`src/rtl/imem_fetch_ctrl_pkg.sv`:
```
// ---------------------------------------------------------------------------
// imem_fetch_ctrl_pkg
// Shared definitions for the instruction-fetch sequencer and its queue.
// Holds the fetch FSM state encoding and the helper that turns a
// log2(bytes-per-word) value into the PC increment, so every stage that
// walks instruction addresses agrees on the step size.
// ---------------------------------------------------------------------------
package imem_fetch_ctrl_pkg;

    // Fetch sequencer states: BOOT is a single idle cycle after reset,
    // FETCH is normal streaming, HALTED stops fetching until a redirect.
    typedef enum logic [1:0] {
        ST_BOOT   = 2'd0,
        ST_FETCH  = 2'd1,
        ST_HALTED = 2'd2
    } fetch_state_t;

    // Byte distance between consecutive instruction words.
    function automatic int word_step(input int wordbits);
        return 1 << wordbits;
    endfunction

endpackage

```
`src/rtl/imem_fetch_ctrl_queue.sv`:
```
// ---------------------------------------------------------------------------
// fetch_queue
// Two-entry synchronous FIFO sitting between instruction fetch and decode.
// Ports:
//   clk    - clock, all updates on rising edge
//   reset  - synchronous active-high reset, empties the queue
//   push   - write din at the tail this cycle
//   pop    - drop the head entry this cycle
//   flush  - discard all entries (wins over push/pop)
//   din    - entry to enqueue
//   dout   - current head entry (meaningless while count is zero)
//   count  - number of valid entries, 0..2
// ---------------------------------------------------------------------------
module fetch_queue #(
    parameter int WIDTH = 45
) (
    input  logic             clk,
    input  logic             reset,
    input  logic             push,
    input  logic             pop,
    input  logic             flush,
    input  logic [WIDTH-1:0] din,
    output logic [WIDTH-1:0] dout,
    output logic [1:0]       count
);

    logic [WIDTH-1:0] mem [2];
    logic             rd_ptr;
    logic             wr_ptr;
    logic [1:0]       count_q;

    // Pointer and occupancy tracking. A push and pop together while full
    // writes the slot being vacated by the head, which then becomes the
    // tail, so FIFO order survives the simultaneous case.
    always_ff @(posedge clk) begin
        if (reset || flush) begin
            rd_ptr  <= 1'b0;
            wr_ptr  <= 1'b0;
            count_q <= 2'd0;
        end else begin
            if (push) begin
                wr_ptr <= ~wr_ptr;
            end
            if (pop) begin
                rd_ptr <= ~rd_ptr;
            end
            case ({push, pop})
                2'b10:   count_q <= count_q + 2'd1;
                2'b01:   count_q <= count_q - 2'd1;
                default: count_q <= count_q;
            endcase
        end
    end

    // Entry storage; contents need no reset because count gates validity.
    always_ff @(posedge clk) begin
        if (push && !flush && !reset) begin
            mem[wr_ptr] <= din;
        end
    end

    assign dout  = mem[rd_ptr];
    assign count = count_q;

endmodule

```
`src/rtl/imem_fetch_ctrl.sv`:
```
// ---------------------------------------------------------------------------
// imem_fetch_ctrl
// Instruction-fetch sequencer. Owns the program counter, drives the
// combinational instruction memory address, buffers fetched words in a
// two-entry queue and hands them to decode over a valid/ready handshake.
// Also handles redirects (flush + restart) and halt.
// Ports:
//   CLK, RESET     - clock and synchronous active-high reset
//   IMEM_ADDR      - byte address to instruction memory (the PC)
//   IMEM_INSTR     - word returned by memory for IMEM_ADDR, same cycle
//   INSTR_OUT      - head instruction to decode
//   PC_OUT         - byte address of INSTR_OUT
//   VALID_OUT      - head entry valid
//   READY_IN       - decode accepts the head this cycle
//   REDIRECT       - flush queue and restart fetch at REDIRECT_PC
//   REDIRECT_PC    - redirect byte address (low word bits ignored)
//   HALT_REQ       - stop fetching and enter HALTED
//   HALTED         - high while in HALTED state
//   DELIVERED_CNT  - number of completed decode handshakes (wraps)
// ---------------------------------------------------------------------------
module imem_fetch_ctrl
    import imem_fetch_ctrl_pkg::*;
#(
    parameter int DBITS    = 32,
    parameter int ADDRBITS = 13,
    parameter int WORDBITS = 2,
    parameter int START_PC = 0,
    parameter int CNTBITS  = 32
) (
    input  logic                CLK,
    input  logic                RESET,
    output logic [ADDRBITS-1:0] IMEM_ADDR,
    input  logic [DBITS-1:0]    IMEM_INSTR,
    output logic [DBITS-1:0]    INSTR_OUT,
    output logic [ADDRBITS-1:0] PC_OUT,
    output logic                VALID_OUT,
    input  logic                READY_IN,
    input  logic                REDIRECT,
    input  logic [ADDRBITS-1:0] REDIRECT_PC,
    input  logic                HALT_REQ,
    output logic                HALTED,
    output logic [CNTBITS-1:0]  DELIVERED_CNT
);

    localparam int QWIDTH = DBITS + ADDRBITS;
    localparam logic [ADDRBITS-1:0] LOW_MASK = ADDRBITS'(word_step(WORDBITS) - 1);
    localparam logic [ADDRBITS-1:0] PC_STEP  = ADDRBITS'(word_step(WORDBITS));
    localparam logic [ADDRBITS-1:0] RESET_PC = ADDRBITS'(START_PC) & ~LOW_MASK;

    fetch_state_t        state_q;
    fetch_state_t        state_d;
    logic [ADDRBITS-1:0] pc_q;
    logic [CNTBITS-1:0]  cnt_q;
    logic [1:0]          q_count;
    logic [QWIDTH-1:0]   q_dout;
    logic                head_valid;
    logic                do_pop;
    logic                do_fetch;

    // Handshake and fetch qualification. A redirect hides the head so
    // nothing stale is accepted in the flush cycle, and fetch is allowed
    // into a full queue only when the head leaves in the same cycle.
    assign head_valid = (q_count != 2'd0) && !REDIRECT;
    assign do_pop     = head_valid && READY_IN;
    assign do_fetch   = (state_q == ST_FETCH) && !HALT_REQ && !REDIRECT
                        && ((q_count != 2'd2) || do_pop);

    fetch_queue #(
        .WIDTH (QWIDTH)
    ) u_queue (
        .clk   (CLK),
        .reset (RESET),
        .push  (do_fetch),
        .pop   (do_pop),
        .flush (REDIRECT),
        .din   ({IMEM_INSTR, pc_q}),
        .dout  (q_dout),
        .count (q_count)
    );

    // State register for the fetch sequencer.
    always_ff @(posedge CLK) begin
        if (RESET) begin
            state_q <= ST_BOOT;
        end else begin
            state_q <= state_d;
        end
    end

    // Next-state logic. Redirect outranks halt; BOOT always moves on to
    // FETCH after its single idle cycle regardless of other inputs.
    always_comb begin
        state_d = state_q;
        case (state_q)
            ST_BOOT: begin
                state_d = ST_FETCH;
            end
            ST_FETCH: begin
                if (REDIRECT) begin
                    state_d = ST_FETCH;
                end else if (HALT_REQ) begin
                    state_d = ST_HALTED;
                end
            end
            ST_HALTED: begin
                if (REDIRECT) begin
                    state_d = ST_FETCH;
                end
            end
            default: begin
                state_d = ST_BOOT;
            end
        endcase
    end

    // Program counter: redirect target (word aligned) beats the normal
    // increment, and the increment wraps naturally at the address width.
    always_ff @(posedge CLK) begin
        if (RESET) begin
            pc_q <= RESET_PC;
        end else if (REDIRECT) begin
            pc_q <= REDIRECT_PC & ~LOW_MASK;
        end else if (do_fetch) begin
            pc_q <= pc_q + PC_STEP;
        end
    end

    // Delivered-instruction counter, one step per completed handshake.
    always_ff @(posedge CLK) begin
        if (RESET) begin
            cnt_q <= '0;
        end else if (do_pop) begin
            cnt_q <= cnt_q + 1'b1;
        end
    end

    assign IMEM_ADDR     = pc_q;
    assign INSTR_OUT     = q_dout[QWIDTH-1:ADDRBITS];
    assign PC_OUT        = q_dout[ADDRBITS-1:0];
    assign VALID_OUT     = head_valid;
    assign HALTED        = (state_q == ST_HALTED);
    assign DELIVERED_CNT = cnt_q;

endmodule

```
`config.mk`:
```
export PLATFORM = sky130hd
export DESIGN_NAME = imem_fetch_ctrl
export DESIGN_NICKNAME = d
export VERILOG_FILES = /design/src/rtl/imem_fetch_ctrl_pkg.sv /design/src/rtl/imem_fetch_ctrl_queue.sv /design/src/rtl/imem_fetch_ctrl.sv
export SDC_FILE = /design/constraint.sdc
export NUM_CORES = 1
export LEC_CHECK = 0
export BUFFER_PORTS_ARGS = -buffer_cell sky130_fd_sc_hd__buf_4
export CAP_MARGIN = 20
export CORE_UTILIZATION = 57
export DETAILED_ROUTE_END_ITERATION = 12
export GPL_TIMING_DRIVEN = 0
export MAX_ROUTING_LAYER = met4
export PLACE_DENSITY = 0.85
export RECOVER_POWER = 25
export SETUP_SLACK_MARGIN = 0.5
export SLEW_MARGIN = 5
export SYNTH_ARGS = -nofsm -noshare
export SYNTH_HDL_FRONTEND = slang
export SYNTH_SLANG_ARGS = --single-unit
```
`constraint.sdc`:
```
create_clock -name CLK -period 8.75 [get_ports CLK]
set_input_delay 0.4375 -clock CLK [delete_from_list [all_inputs] [get_ports CLK]]
set_output_delay 0.4375 -clock CLK [all_outputs]
set_load 0.02 [all_outputs]
```
Word level (Yosys, flattened, before mapping)

Memories as Yosys holds them, arrays and structs flattened. A register that Yosys moved wholly into a read port is not among the register bits.
Cells that the tools add are included.

Add/subtract/negate cells: 4
Equal/unequal tests: 7
Mux-type cells: 11
Bitwise gates (word level): 2
Reduce and logical (&&, ||, !) cells: 18

Operators with widths:

| cell                    | count |
|---|---|
| $add A32 B1 Y32 const B | 1 |
| $mux W13                | 2 |
| $add A13 B3 Y13 const B | 1 |
| $logic_and A1 B1 Y1     | 7 |
| $mux W2                 | 3 |
| $pmux W2 S3             | 1 |
| $reduce_bool A2 Y1      | 3 |
| $eq A2 B1 Y1 const B    | 2 |
| $eq A2 B2 Y1 const B    | 2 |
| $mux W1                 | 4 |
| $ne A2 B2 Y1 const B    | 2 |
| $pmux W2 S2             | 1 |
| $logic_not A1 Y1        | 3 |
| $ne A3 B3 Y1 const B    | 1 |
| $add A2 B1 Y2 const B   | 1 |
| $logic_not A2 Y1        | 1 |
| $logic_or A1 B1 Y1      | 2 |
| $not A1 Y1              | 2 |
| $reduce_and A2 Y1       | 1 |
| $reduce_or A2 Y1        | 1 |
| $sub A2 B1 Y2 const B   | 1 |

Register bits: 51
Memory bits (writable): 90
Input bits: 50
Output and inout bits: 92
Memories kept: 1

Memory list:

| name        | depth | width | rd ports | clocked after memory_dff | wr ports | line                        | text |
|---|---|---|---|---|---|---|---|
| u_queue.mem | 2     | 45    | 1        | 1                        | 1        | imem_fetch_ctrl_queue.sv:27 | `logic [WIDTH-1:0] mem [2];` |

Logic depth before layout (Yosys ltp)

Depth in word-level cells: 9
Depth in mapped cells: 7

Hierarchy

From an unflattened synthesis, not the netlist that was laid out.

Cells, all modules: 424
Area, all modules: 5,698.0 um2

Modules (own cells, without submodules):

| module          | instances | cells each | area an instance (um2) | sequential area each (um2) |
|---|---|---|---|---|
| fetch_queue     | 1         | 161        | 3,465.8                | 2,802.7 |
| imem_fetch_ctrl | 1         | 263        | 2,232.1                | 900.9 |

Worst setup path after synthesis

OpenSTA, ideal clock, no wires.

Path type: input port to flip-flop
From: in REDIRECT
To: mem u_queue.mem[1][10], enable pin
Setup time: 506 ps
Data arrival time: 4,530 ps
Data required time: 8,244 ps
Path slack: 3,715 ps
Stages on the path: 4
Path buffers: 1
Path through: or4b_4 -> a21o_4 -> buf_6 -> nor3b_1

Longest elaborated chain between the ends: 9

Ends and longest elaborated chain:

| element                              | line                                                                      | text |
|---|---|---|
| start: declaration                   | imem_fetch_ctrl.sv:38                                                     | `input logic REDIRECT,` |
| $logic_not A1 Y1 (*)                 | imem_fetch_ctrl_queue.sv:57, imem_fetch_ctrl.sv:63, imem_fetch_ctrl.sv:65 |  |
| $logic_and A1 B1 Y1                  | imem_fetch_ctrl.sv:63                                                     | `assign head_valid = (q_count != 2'd0) && !REDIRECT;` |
| $logic_and A1 B1 Y1                  | imem_fetch_ctrl.sv:64                                                     | `assign do_pop = head_valid && READY_IN;` |
| $logic_or A1 B1 Y1                   | imem_fetch_ctrl.sv:66                                                     | `&& ((q_count != 2'd2) \|\| do_pop);` |
| $logic_and A1 B1 Y1                  | imem_fetch_ctrl.sv:66                                                     |  |
| $logic_and A1 B1 Y1 (*) (2 in a row) | imem_fetch_ctrl_queue.sv:57                                               | `if (push && !flush && !reset) begin` |
| $mux W1 (*)                          | imem_fetch_ctrl_queue.sv:57                                               |  |
| $mux W1 (not written as such) (*)    | imem_fetch_ctrl_queue.sv:58                                               | `mem[wr_ptr] <= din;` |
| end: declaration                     | imem_fetch_ctrl_queue.sv:27                                               |  |

Every way passes the cells marked *; elsewhere a longest branch is shown, timed or not.

==> results.cfg <==
[clocking]
clk_root_buffer_cell = clkbuf_8
clk_latency_ns = 0.52
cts_tree = yes
cts_buffer_depth = 2
numCtsBuffers = 17
postCtsSetupBuffers = 0
cts.sinks = 136
post_cts_resized = 0
postCtsHoldBufs = 0
ctsHtreeMaxLevel = 4
clk_pin_slew_ns = 0.06

[floorplanning]
io-pin-count = 142
fp.dieArea_sq_um = 10000
num_rows = 35
die_h_um = 100
die_w_um = 100
core_area_sq_um = 9280
initial_utilization_pct = 59.2

[global_route]
antenna_found_initial = 0
grt_max_degree = 17
grt_pass1_wl_mm = 19.3
grt-ovfl-total = 0
grt_pass1_vias = 3818
grtUsageTotal_pct = 26.3

[sta]
finClkSkew_ns = 0.00837
post-route-period-util_pct = 31.7
fmax_mhz = 360
maxSlewViolCount = 0
hold_ws_ns = 0.129
tns_ns = 0
finalSetupViolations = 0
period_needed_ns = 2.78
finalHoldViolCount = 0
worst_pin_slew_ns = 0.961
relSlewSlack_pct = 35.5
grt_setup_unrepaired = no

[drt]
drcViolationCount = 0
vias_per_cell = 5.41
wl_mm = 12.1
wl_per_cell_um = 16.8
num_vias = 3911
drt_iter0_markers = 189
drtAntennaViolNets = 0
dr.pass1.iters = 4

[worst_setup_path]
r2r_end = u_queue.mem[1][36]
critPathKind = flip-flop to output port
cp_slowest_cell = clkbuf_1
slowest_delay_ns = 0.55
cp-start-kind = flip-flop
reg2reg_from = state_q[1]
cp.buffers_inverters = 3
path_cells = clkbuf_1 > clkbuf_1 > mux2_2 > buf_4
r2r_slack_ns = 6.21
path_delay_family = buffers and inverters
crit_top_cell = clkbuf_1
reg2regPathDepth = 6
cp_max_fo = 10
critPathArrivalTime_ns = 2.34
crit_required_ns = 8.31
end_kind = output port

[synth]
syn_area_per_cell_sq_um = 13.2
ys_seq_area_share_pct = 65.2
synth_ff_type = edfxtp_1
synthDistinctLibCells = 44
synth-edff-count = 86
syn_area_sq_um = 5500
ys_seq_elements = 136
synth_warnings = 0
synthCells = 417
postSynth.asyncResetShare_pct = 0

[layout]
drive_gt1_share_pct = 37.7
most-common-layout-cells = buf_4, edfxtp_1, dfxtp_1, nor2_1, mux2_2
final_util_pct = 79.0
num_antenna_cells = 0
syn_to_final_growth_pct = 33.4
finalInstanceArea_sq_um = 7330
layout.nets = 633
mostFrequentLayoutCell = buf_4
instances_no_fill = 723

[place]
dp_cells = 691
hpwlAfterDp_mm = 8.53
io_buffer_count = 134
place.gp.congestion = 0.870
dpl_cell_area_sq_um = 6770

[pwr]
p_sw_share_pct = 21.2
irDropWorstVdd_mv = 0.126
powerDensity_nw_per_um2 = 201
p_leak_nw = 2.79
seq_power_share_pct = 47.4
combinationalPowerShare_pct = 4.7
internal-power_mw = 1.16
power_switching_mw = 0.312
p_clk_share_pct = 47.9

[flow_run]
drv_cap = 0

[worst_hold_path]
hold-path-cell-count = 1
hold_start = IMEM_INSTR[22]
hold_path.class = primary input to flip-flop
hold_end = u_queue.mem[1][35]

[status]
outcome = completed
## cell usage after synthesis (8+ instances only)
cell / n / area [sq um]
nand4_1: 18 / 113
mux2_2: 44 / 495
o21ai_0: 8 / 40.0
nor2_1: 45 / 169
nand3_1: 17 / 85.1
nand2_1: 18 / 67.6
clkbuf_1: 13 / 48.8
xnor2_1: 9 / 78.8
a21oi_1: 12 / 60.1
and3_1: 9 / 56.3
nor3_1: 13 / 65.1
dfxtp_1: 50 / 1000
xor2_1: 26 / 228
edfxtp_1: 86 / 2580
## power by group through the flow
stage          logic (mW)  clock network, mW  registers [mW]
2_1_floorplan      0.0298                  0           0.713
3_5_place_dp       0.0700                  0           0.710
6_report           0.0690              0.704           0.697
4_1_cts            0.0709              0.710           0.697
3_3_place_gp       0.0663                  0           0.710
5_1_grt            0.0739              0.734           0.698
## state kept, by name (all words and copies together), names as in the netlist, named ones only
| name | flops |
|---|---|
| state_q | 2 |
| DELIVERED_CNT | 32 |
| IMEM_ADDR | 11 |
| u_queue.wr_ptr | 1 |
| u_queue.mem | 86 |
| u_queue.rd_ptr | 1 |
| u_queue.count | 2 |
## final cells by class
cell class | count | area, sq um
multi-input combinational | 261 | 1820
fill | 594 | 1950
tap | 129 | 161
timing repair buffer | 142 | 1060
inverter | 3 | 11.3
sequential | 136 | 3580
clock buffer | 18 | 418
buffer | 20 | 98.8
clock inverter | 14 | 174
## kinds of logic (layout without fill, tap and decap cells)
logic type	count (synthesis)	count (layout)	synth area share [%]
compound gates	32	32	4.01
flops	136	136	65.2
buf+inv	23	197	2.00
simple gates	142	142	13.3
mux	46	46	9.38
other cells	1	4	0.0682
xor+xnor	35	35	5.58
fa+ha+maj	2	2	0.455
## layer usage
metal | GRT usage (%) | vias to the layer above | part of all wire, %
li1 | - | 1854 | -
met1 | 29.9 | 1898 | 40
met2 | 44.6 | 135 | 52
met3 | 6.89 | 24 | 6.0
met4 | 10.0 | 0 | 1.9
met5 | - | - | 0
## per-stage QoR
step / setup WS [ns] / total power, mW
after floorplan: 3.71 / 0.742
after global placement: 1.74 / 0.777
after detailed placement: 6.01 / 0.780
after CTS: 5.95 / 1.48
after global routing: 5.88 / 1.51
final: 5.97 / 1.47
## worst max-delay path by stage
stage                    from                  to  slack [ns]  depth (start not counted)
global route        flip-flop        INSTR_OUT[3]        5.88                          4
floorplan            REDIRECT  u_queue.mem[1][10]        3.71                          4
finish              flip-flop        INSTR_OUT[9]        5.97                          4
detailed placement   REDIRECT  u_queue.mem[1][34]        6.01                          7
global placement     REDIRECT  u_queue.mem[1][34]        1.74                          5
CTS                 flip-flop        INSTR_OUT[9]        5.95                          4
(Power assumes the default switching activity.)
